File: config.mk
export PLATFORM = sky130hd
export DESIGN_NAME = uart_cmd_bridge
export DESIGN_NICKNAME = d
export VERILOG_FILES = /design/src/rtl/uart_cmd_bridge.sv
export SDC_FILE = /design/constraint.sdc
export NUM_CORES = 1
export LEC_CHECK = 0
export CAP_MARGIN = 0
export CELL_PAD_IN_SITES_DETAIL_PLACEMENT = 1
export CELL_PAD_IN_SITES_GLOBAL_PLACEMENT = 2
export CORE_ASPECT_RATIO = 1.75
export CORE_MARGIN = 3
export CORE_UTILIZATION = 33
export DETAILED_ROUTE_END_ITERATION = 12
export DONT_BUFFER_PORTS = 1
export GPL_ROUTABILITY_DRIVEN = 1
export PLACE_DENSITY = 0.76
export SLEW_MARGIN = 20
export SYNTH_ARGS = -nofsm -noshare
export SYNTH_HDL_FRONTEND = slang
export SYNTH_SLANG_ARGS = --single-unit
File: constraint.sdc
create_clock -name clk -period 2.1 [get_ports clk]
set_input_delay 0.42 -clock clk [delete_from_list [all_inputs] [get_ports clk]]
set_output_delay 0.42 -clock clk [all_outputs]
set_load 0.02 [all_outputs]
File: src/rtl/uart_cmd_bridge.sv
// Purpose: decode UART ping/read/write packets into one bus transaction each and stream the reply back.
// Latency: ping reply strobes 1 cycle after the command byte; bus_req rises 1 cycle after the last payload byte.
// Backpressure: waits on tx_busy between reply bytes; bytes arriving in BUS/RESP are dropped and flagged in rx_overrun.
module uart_cmd_bridge #(
    parameter int ADDR_W      = 26,
    parameter int DATA_W      = 16,
    parameter int BUS_TIMEOUT = 1024,
    parameter int RX_TIMEOUT  = 480000
) (
    input  logic              clk,
    input  logic              rst,
    input  logic [7:0]        rx_data,
    input  logic              rx_ready,
    output logic [7:0]        tx_data,
    output logic              tx_ready,
    input  logic              tx_busy,
    output logic [ADDR_W-1:0] bus_addr,
    output logic [DATA_W-1:0] bus_wdata,
    output logic              bus_we,
    output logic              bus_req,
    input  logic              bus_ack,
    input  logic [DATA_W-1:0] bus_rdata,
    output logic              busy,
    output logic              rx_overrun
);
    localparam int AB    = (ADDR_W + 7) / 8;
    localparam int DB    = DATA_W / 8;
    localparam int MAXB  = (AB > DB) ? AB : DB;
    localparam int CNT_W = $clog2(MAXB + 1);
    localparam int MAXT  = (BUS_TIMEOUT > RX_TIMEOUT) ? BUS_TIMEOUT : RX_TIMEOUT;
    localparam int TMR_W = $clog2(MAXT + 1);

    localparam logic [7:0] CMD_PING  = 8'h50;
    localparam logic [7:0] CMD_READ  = 8'h52;
    localparam logic [7:0] CMD_WRITE = 8'h57;
    localparam logic [7:0] RSP_OK    = 8'h4B;
    localparam logic [7:0] RSP_UNK   = 8'h3F;
    localparam logic [7:0] RSP_TMO   = 8'h54;

    // RESP is split into SEND (strobe), GAP (mandatory idle cycle) and WAIT (tx_busy drain).
    typedef enum logic [2:0] {
        S_IDLE, S_ADDR, S_DATA, S_BUS, S_SEND, S_GAP, S_WAIT
    } state_t;

    state_t              state_q, state_d;
    logic [CNT_W-1:0]    idx_q;
    logic [CNT_W-1:0]    resp_cnt_q;
    logic [TMR_W-1:0]    timer_q;
    logic [DATA_W-1:0]   resp_buf_q;
    logic [ADDR_W-1:0]   addr_q;
    logic [DATA_W-1:0]   wdata_q;
    logic                we_q;
    logic                ovr_q;

    logic                accept_cmd;
    logic                cmd_take;
    logic                addr_take;
    logic                data_take;
    logic                idx_clr;
    logic                resp_load;
    logic [DATA_W-1:0]   resp_word;
    logic [CNT_W-1:0]    resp_len;
    logic                tx_fire;
    logic                ovr_set;

    // Control-state register.
    always_ff @(posedge clk) begin
        if (rst) state_q <= S_IDLE;
        else     state_q <= state_d;
    end

    // Next-state decode and per-cycle datapath strobes.
    always_comb begin
        state_d    = state_q;
        tx_ready   = 1'b0;
        accept_cmd = 1'b0;
        cmd_take   = 1'b0;
        addr_take  = 1'b0;
        data_take  = 1'b0;
        idx_clr    = 1'b0;
        resp_load  = 1'b0;
        resp_word  = '0;
        resp_len   = '0;
        tx_fire    = 1'b0;
        ovr_set    = 1'b0;
        case (state_q)
            S_IDLE: accept_cmd = rx_ready;
            S_ADDR: begin
                if (rx_ready) begin
                    addr_take = 1'b1;
                    if (idx_q == CNT_W'(AB - 1)) state_d = we_q ? S_DATA : S_BUS;
                end else if (timer_q == TMR_W'(RX_TIMEOUT - 1)) begin
                    state_d = S_IDLE;
                    idx_clr = 1'b1;
                end
            end
            S_DATA: begin
                if (rx_ready) begin
                    data_take = 1'b1;
                    if (idx_q == CNT_W'(DB - 1)) state_d = S_BUS;
                end else if (timer_q == TMR_W'(RX_TIMEOUT - 1)) begin
                    state_d = S_IDLE;
                    idx_clr = 1'b1;
                end
            end
            S_BUS: begin
                ovr_set = rx_ready;
                // An ack in the expiry cycle takes priority over the timeout.
                if (bus_ack) begin
                    state_d   = S_SEND;
                    resp_load = 1'b1;
                    if (we_q) begin
                        resp_word = DATA_W'(RSP_OK) << (DATA_W - 8);
                        resp_len  = CNT_W'(1);
                    end else begin
                        resp_word = bus_rdata;
                        resp_len  = CNT_W'(DB);
                    end
                end else if (timer_q == TMR_W'(BUS_TIMEOUT - 1)) begin
                    state_d   = S_SEND;
                    resp_load = 1'b1;
                    resp_word = DATA_W'(RSP_TMO) << (DATA_W - 8);
                    resp_len  = CNT_W'(1);
                end
            end
            S_SEND: begin
                ovr_set = rx_ready;
                if (!tx_busy) begin
                    tx_ready = 1'b1;
                    tx_fire  = 1'b1;
                    state_d  = S_GAP;
                end
            end
            S_GAP: begin
                ovr_set = rx_ready;
                state_d = S_WAIT;
            end
            S_WAIT: begin
                if (!tx_busy && resp_cnt_q == '0) begin
                    // Returning to IDLE: a byte arriving now is a new command.
                    state_d    = S_IDLE;
                    accept_cmd = rx_ready;
                end else begin
                    ovr_set = rx_ready;
                    if (!tx_busy) state_d = S_SEND;
                end
            end
            default: state_d = S_IDLE;
        endcase

        if (accept_cmd) begin
            cmd_take = 1'b1;
            if (rx_data == CMD_READ || rx_data == CMD_WRITE) begin
                state_d = S_ADDR;
            end else begin
                state_d   = S_SEND;
                resp_load = 1'b1;
                resp_word = DATA_W'((rx_data == CMD_PING) ? CMD_PING : RSP_UNK) << (DATA_W - 8);
                resp_len  = CNT_W'(1);
            end
        end
    end

    // Packet assembly, response buffer, timers and sticky overrun flag.
    always_ff @(posedge clk) begin
        if (rst) begin
            idx_q      <= '0;
            resp_cnt_q <= '0;
            timer_q    <= '0;
            resp_buf_q <= '0;
            addr_q     <= '0;
            wdata_q    <= '0;
            we_q       <= 1'b0;
            ovr_q      <= 1'b0;
        end else begin
            if (cmd_take) we_q <= (rx_data == CMD_WRITE);
            if (addr_take) addr_q <= ADDR_W'({addr_q, rx_data});
            if (data_take) wdata_q <= DATA_W'({wdata_q, rx_data});

            if (cmd_take || idx_clr)
                idx_q <= '0;
            else if (addr_take)
                idx_q <= (idx_q == CNT_W'(AB - 1)) ? '0 : idx_q + 1'b1;
            else if (data_take)
                idx_q <= (idx_q == CNT_W'(DB - 1)) ? '0 : idx_q + 1'b1;

            if (resp_load) begin
                resp_buf_q <= resp_word;
                resp_cnt_q <= resp_len;
            end else if (tx_fire) begin
                resp_buf_q <= resp_buf_q << 8;
                resp_cnt_q <= resp_cnt_q - 1'b1;
            end

            if (ovr_set) ovr_q <= 1'b1;

            // Timer counts idle RX cycles in ADDR/DATA and request cycles in BUS.
            if (state_d != state_q)
                timer_q <= '0;
            else if ((state_q == S_ADDR || state_q == S_DATA) && rx_ready)
                timer_q <= '0;
            else if (state_q == S_ADDR || state_q == S_DATA || state_q == S_BUS)
                timer_q <= timer_q + 1'b1;
            else
                timer_q <= '0;
        end
    end

    assign tx_data    = resp_buf_q[DATA_W-1 -: 8];
    assign bus_addr   = addr_q;
    assign bus_wdata  = wdata_q;
    assign bus_we     = we_q;
    assign bus_req    = (state_q == S_BUS);
    assign busy       = (state_q != S_IDLE);
    assign rx_overrun = ovr_q;
endmodule
# After elaboration in Yosys (flattened, before gate mapping)
# Index checks and enable logic that the tools add are counted.
# classes
n_addsub,3
eq_ne,14
muxes,53
bitwise,1
n_reduce_logical,16
# ops
operator,n
16-bit 2-to-1 mux,7
3-bit 2-to-1 mux,22
8-bit by 7-bit equality test with 1-bit output (second input constant),3
3-bit case mux with 7 select lines,1
19-bit by 1-bit adder with 19-bit output (second input constant),1
19-bit by 10-bit equality test with 1-bit output (second input constant),1
19-bit equality test (second input constant),1
1-bit 2-to-1 mux,18
15-bit 2-to-1 mux,1
3-bit by 2-bit equality test with 1-bit output (second input constant),3
3-bit equality test (second input constant),3
7-bit 2-to-1 mux,1
3-bit by 1-bit equality test with 1-bit output (second input constant),2
3-bit logical NOT,2
1-bit logical OR,4
1-bit case mux with 2 select lines,2
2-bit nonzero test,2
2-bit OR reduction,2
4-bit OR reduction,1
3-bit by 1-bit adder with 3-bit output (second input constant),1
3-bit != test,1
3-bit nonzero test,1
3-bit OR reduction,1
3-bit by 1-bit subtractor with 3-bit output (second input constant),1
4 further kinds,5
# word_totals
regBits,88
inputBits,29
out_inout_bits,55
word_cells,96

# Depth between registers and ports, before layout
# depth
ltp_word,7
ltp_mapped,10
ltp_nobuf,9

# Least setup slack after synthesis
# OpenSTA, ideal clock, no wires.
# synth_timing
path_type,reg-to-reg
startpoint,register resp_cnt_q[0]
endpoint,register resp_buf_q[0]
setup_ns,0.062
arrival_ns,2.097
required_time_ns,2.038
path_slack_ns,-0.059
path_stages_with_launch,11
n_path_buf,1
period_less_slack_ns,2.159
path_cell_list,dfxtp_1 -> inv_1 -> ha_1 -> ha_1 -> and4b_1 -> o21ai_0 -> a31oi_2 -> a211oi_1 -> nor2b_1 -> buf_2 -> a22o_1
# synth_between
elab_chain_len,6
elab_cells_between_ends,8
cone_classes,mux (5); reduce/logical (3)
# synth_lines
element,line,source
start: declaration,47,logic [CNT_W-1:0] resp_cnt_q;
start signal: assignment,189,resp_cnt_q <= resp_len;
start signal: assignment,192,resp_cnt_q <= resp_cnt_q - 1'b1;
3-bit logical NOT (*),139,if (!tx_busy && resp_cnt_q == '0) begin
1-bit logical AND (*),139,
1-bit 2-to-1 mux (*),139,
1-bit case mux with 2 select lines (*),86,case (state_q)
16-bit 2-to-1 mux or 1-bit 2-to-1 mux (tied branches),151,if (accept_cmd) begin
16-bit 2-to-1 mux or 2-bit nonzero test (tied branches),n/a,
end signal: assignment,188,resp_buf_q <= resp_word;
end signal: assignment,191,resp_buf_q <= resp_buf_q << 8;
end: declaration,49,logic [DATA_W-1:0] resp_buf_q;
# Mark *: on every way between the ends. The rest lies on a longest branch, timed or not.
# A chain may end at the register's enable or synchronous reset.

# Final worst setup path
# layout_timing
startpoint,register resp_cnt_q[0]
endpoint,register resp_buf_q[14]
# Same word-level chain as after synthesis.

==> flow_metrics.py <==
metrics = {
    "critical_path": {
        "worst_ep_arrival_time_ps": 2260,
        "critPathRequiredTime_ps": 2370,
        "critPathKind": "reg2reg",
        "cpMaxStageDelayCell": "sky130_fd_sc_hd__or3_1",
        "reg2reg_to": "resp_buf_q[14]$_SDFFE_PP0P_",
        "cp_cell_sequence": "inv_2, ha_2, ha_4, and4b_1, o21ai_2, a31oi_4, a21oi_2, buf_4, or3_1, a21oi_1",
        "rr_worst_depth": 10,
        "worst-path-max-fanout": 4,
        "worst_path_largest_cell_delay_ps": 360,
        "critical_path.reg2reg.startpoint": "resp_cnt_q[0]$_SDFFE_PP0P_",
        "worstSetupStartpoint": "resp_cnt_q[0]$_SDFFE_PP0P_",
        "worst-path-stages": 10,
        "critical_path.endpoint_type": "flop",
        "crit_path_start_kind": "flop",
        "critical_path_buf_inv_count": 2,
        "critical-path-top-delay-family": "simple AND/OR/NAND/NOR gates",
        "setup_slack_on_the_worst_flop_to_flop_path_ps": 100,
    },
    "detailed_routing": {
        "drc_errors": 0,
        "vias": 3257,
        "drt_pre_antenna_iters": 4,
        "ant_nets": 0,
        "number_of_vias_per_cell_after_detailed_routing": 5.203,
        "drtIter0Drc": 83,
        "routed_wirelength_um": 10270,
        "wire_per_inst_um": 16.40,
    },
    "synthesis": {
        "synth_area_um2": 3860,
        "post_synth.cell_area_avg_um2": 8.161,
        "postSynthRegisterBits": 88,
        "post_synth_num_cell_types": 50,
        "synth-edff-count": 0,
        "asyncSetResetFlopFracSynth": 0,
        "synth_sequential_area_ratio": 0.4564,
        "synthesis.instances": 473,
        "yosys_warnings": 0,
        "yosys_most_used_dff": "sky130_fd_sc_hd__dfxtp_1",
        "syn_nets": 510,
    },
    "clock_tree": {
        "clock_sinks": 88,
        "cts.clk_slew.worst_paths_ps": 70,
        "clockRootBuffer": "sky130_fd_sc_hd__clkbuf_16",
        "clock_tree_from_tritoncts": "done",
        "clock_path_buffers": 2,
        "clkLatencyLatePin_ps": 340,
        "cts-htree-levels": 3,
        "cts.hold.buffers_added": 0,
        "inserted_clock_buffers": 9,
    },
    "die": {
        "coreArea_um2": 11290,
        "die_w_um": 87.76,
        "io-pin-count": 84,
        "initial_utilization": 0.3418,
        "die_area_um2": 13080,
        "die_height_um": 149.1,
        "rows": 51,
    },
    "final_layout": {
        "n_antenna_cell": 0,
        "finalInstanceArea_um2": 4546,
        "area.growth.synth_to_final_pct": 17.76,
        "fin_cells": 626,
        "layout.nets": 526,
        "post_route_cells_drive_above_1_share": 0.1640,
    },
    "timing": {
        "timing.slew.headroom": 0.6289,
        "timing.hold.ws_ps": 160.7,
        "worst_slew_pin_slew_ps": 555.4,
        "clock.fmax_mhz": 500.8,
        "final_period_minus_worst_setup_slack_ps": 1997,
        "setup_viol_count_final": 0,
        "layout_worst_path_cycle_share": 0.9509,
        "report.final.slew_viol_count": 0,
        "setup-tns-final_ps": 0,
        "rsz_0062_raised_after_global_routing": "true",
        "timing.final.hold_violations": 0,
        "finClkSkew_ps": 7.487,
    },
    "place": {
        "postPlaceCellArea_um2": 4109,
        "dpl.cell_count": 606,
        "place.gp.congestion": 0.8003,
        "io_buffers": 0,
        "final_hpwl_from_detailed_placement_um": 7504,
    },
    "run_status": {
        "run_status": "complete, no violations",
    },
    "hold_path": {
        "min_from": "rst",
        "whs_endpoint": "rx_overrun$_SDFFE_PP0P_",
        "min_delay_path_depth": 1,
        "worst_min_delay_path_category": "in2reg",
    },
    "job": {
        "max_cap_violations": 0,
    },
    "global_route": {
        "pin_count_of_the_biggest_net_entering_global_routing": 64,
        "wire_length_of_the_first_global_routing_pass_um": 16630,
        "via_count_of_the_first_global_routing_pass": 3320,
        "grt-ovfl-total": 0,
        "grt_use_total": 0.1597,
        "grt_antenna_before_repair": 0,
    },
    "power": {
        "post-layout-total-power_w": 0.004000,
        "ir_drop_mv": 0.3924,
        "power_density_nw_per_um2": 880.0,
        "cellLeakagePower_nw": 1.601,
    },
}
## layout by cell type, fill, tap and decap left out, types with 6 or more instances in the layout
| master | n |
|---|---|
| sky130_fd_sc_hd__a22o_1 | 8 |
| sky130_fd_sc_hd__clkbuf_16 | 9 |
| sky130_fd_sc_hd__xnor2_1 | 10 |
| sky130_fd_sc_hd__nand2_1 | 107 |
| sky130_fd_sc_hd__nand3_1 | 8 |
| sky130_fd_sc_hd__inv_1 | 9 |
| sky130_fd_sc_hd__buf_4 | 34 |
| sky130_fd_sc_hd__a21oi_1 | 57 |
| sky130_fd_sc_hd__a211oi_1 | 6 |
| sky130_fd_sc_hd__dfxtp_1 | 84 |
| sky130_fd_sc_hd__xor2_1 | 9 |
| sky130_fd_sc_hd__nor2b_1 | 9 |
| sky130_fd_sc_hd__nor2_1 | 50 |
## final cells by class
cell class | count | area (um^2)
fill | 1349 | 6749
multi-input combinational | 343 | 1963
sequential | 88 | 1767
timing repair buffer | 36 | 286.5
clock buffer | 11 | 242.7
tap | 132 | 165.2
clock inverter | 5 | 80.08
inverter | 11 | 41.29
## routing by layer
metal | global-route usage | up-vias | share of wire
met2 | 0.2878 | 69 | 0.55
met1 | 0.1730 | 1561 | 0.38
met3 | 0.04865 | 7 | 0.062
li1 | - | 1620 | -
met4 | 0.05376 | 0 | 0.012
met5 | 0 | - | 0
## what timing repair did
| action | 4_1_cts | 5_1_grt |
|---|---|---|
| pin swaps | 0 | 8 |
| setup endpoints to repair | 10 | 39 |
| resized for setup | 4 | 22 |
| endpoints found under the hold margin | 0 | 0 |
| gates cloned | 0 | 1 |
| buffers inserted | 0 | 3 |
## per-stage QoR
| stage | setup slack (ps) | utilization |
|---|---|---|
| final | 103.0 | 0.4025 |
| after global routing | -12.13 | 0.4025 |
| after CTS | 15.76 | 0.3943 |
| after detailed placement | -32.87 | 0.3638 |
| after global placement | -8.089 | 0.3638 |
| after floorplan | 54.19 | - |
## worst reg2reg max path, cell delays in order (launching register included)
cell and delay (ps):
sky130_fd_sc_hd__dfxtp_2 330, sky130_fd_sc_hd__inv_2 40, sky130_fd_sc_hd__ha_2 180, sky130_fd_sc_hd__ha_4 140
sky130_fd_sc_hd__and4b_1 200, sky130_fd_sc_hd__o21ai_2 80, sky130_fd_sc_hd__a31oi_4 250, sky130_fd_sc_hd__a21oi_2 70
sky130_fd_sc_hd__buf_4 150, sky130_fd_sc_hd__or3_1 360, sky130_fd_sc_hd__a21oi_1 120
## how the worst max path moves through the flow
stage | endpoint | slack, ps
4_1_cts | resp_buf_q[7]$_SDFFE_PP0P_ | 20
2_1_floorplan | resp_buf_q[0]$_SDFFE_PP0P_ | 50
3_3_place_gp | resp_buf_q[4]$_SDFFE_PP0P_ | -8
5_1_grt | resp_buf_q[14]$_SDFFE_PP0P_ | -10
6_report | resp_buf_q[14]$_SDFFE_PP0P_ | 100
3_5_place_dp | resp_buf_q[7]$_SDFFE_PP0P_ | -30
## synth_stat cells, types with 3 or more instances
cell	number	area (um^2)
sky130_fd_sc_hd__a211oi_1	7	52.55
sky130_fd_sc_hd__a21oi_1	59	295.3
sky130_fd_sc_hd__a22o_1	8	70.07
sky130_fd_sc_hd__and3_1	6	37.54
sky130_fd_sc_hd__and4_1	3	26.28
sky130_fd_sc_hd__buf_2	5	25.02
sky130_fd_sc_hd__buf_4	8	60.06
sky130_fd_sc_hd__clkbuf_1	16	60.06
sky130_fd_sc_hd__dfxtp_1	88	1762
sky130_fd_sc_hd__ha_1	8	100.1
sky130_fd_sc_hd__inv_1	11	41.29
sky130_fd_sc_hd__mux2_2	5	56.30
sky130_fd_sc_hd__nand2_1	107	401.6
sky130_fd_sc_hd__nand2b_1	4	25.02
sky130_fd_sc_hd__nand3_1	8	40.04
sky130_fd_sc_hd__nand3b_1	3	22.52
sky130_fd_sc_hd__nor2_1	51	191.4
sky130_fd_sc_hd__nor2b_1	10	62.56
sky130_fd_sc_hd__nor3_1	5	25.02
sky130_fd_sc_hd__nor4_1	3	18.77
sky130_fd_sc_hd__o21ai_0	6	30.03
sky130_fd_sc_hd__xnor2_1	10	87.58
sky130_fd_sc_hd__xor2_1	9	78.83
## flip-flops by register name, indices dropped and copies added (netlist names)
| signal | flops |
|---|---|
| bus_addr | 26 |
| bus_wdata | 16 |
| bus_we | 1 |
| idx_q | 3 |
| resp_buf_q | 16 |
| resp_cnt_q | 3 |
| rx_overrun | 1 |
| state_q | 3 |
| timer_q | 19 |
## logic make-up (layout without fill, tap and decap cells)
logic type               count (synthesis)  after routing  synth area share
adder cells (fa/ha/maj)                  8              8           0.02593
multiplexers                             5              5           0.01459
XOR/XNOR                                19             19           0.04311
flip-flops                              88             88            0.4564
AO/OA/AOI/OAI                           98             98            0.1562
AND/OR/NAND/NOR                        213            213            0.2486
buffers and inverters                   42             63           0.05510
## where the power goes
group	switching [W]	leakage (nW)	total, W	internal (W)
Sequential	0.0000955	0.713	0.00182	0.00173
Combinational	0.000246	0.736	0.000460	0.000214
Clock	0.000644	0.152	0.00172	0.00107
Total	0.000986	1.60	0.00400	0.00301
No activity file was read; power rests on OpenSTA's default activity.
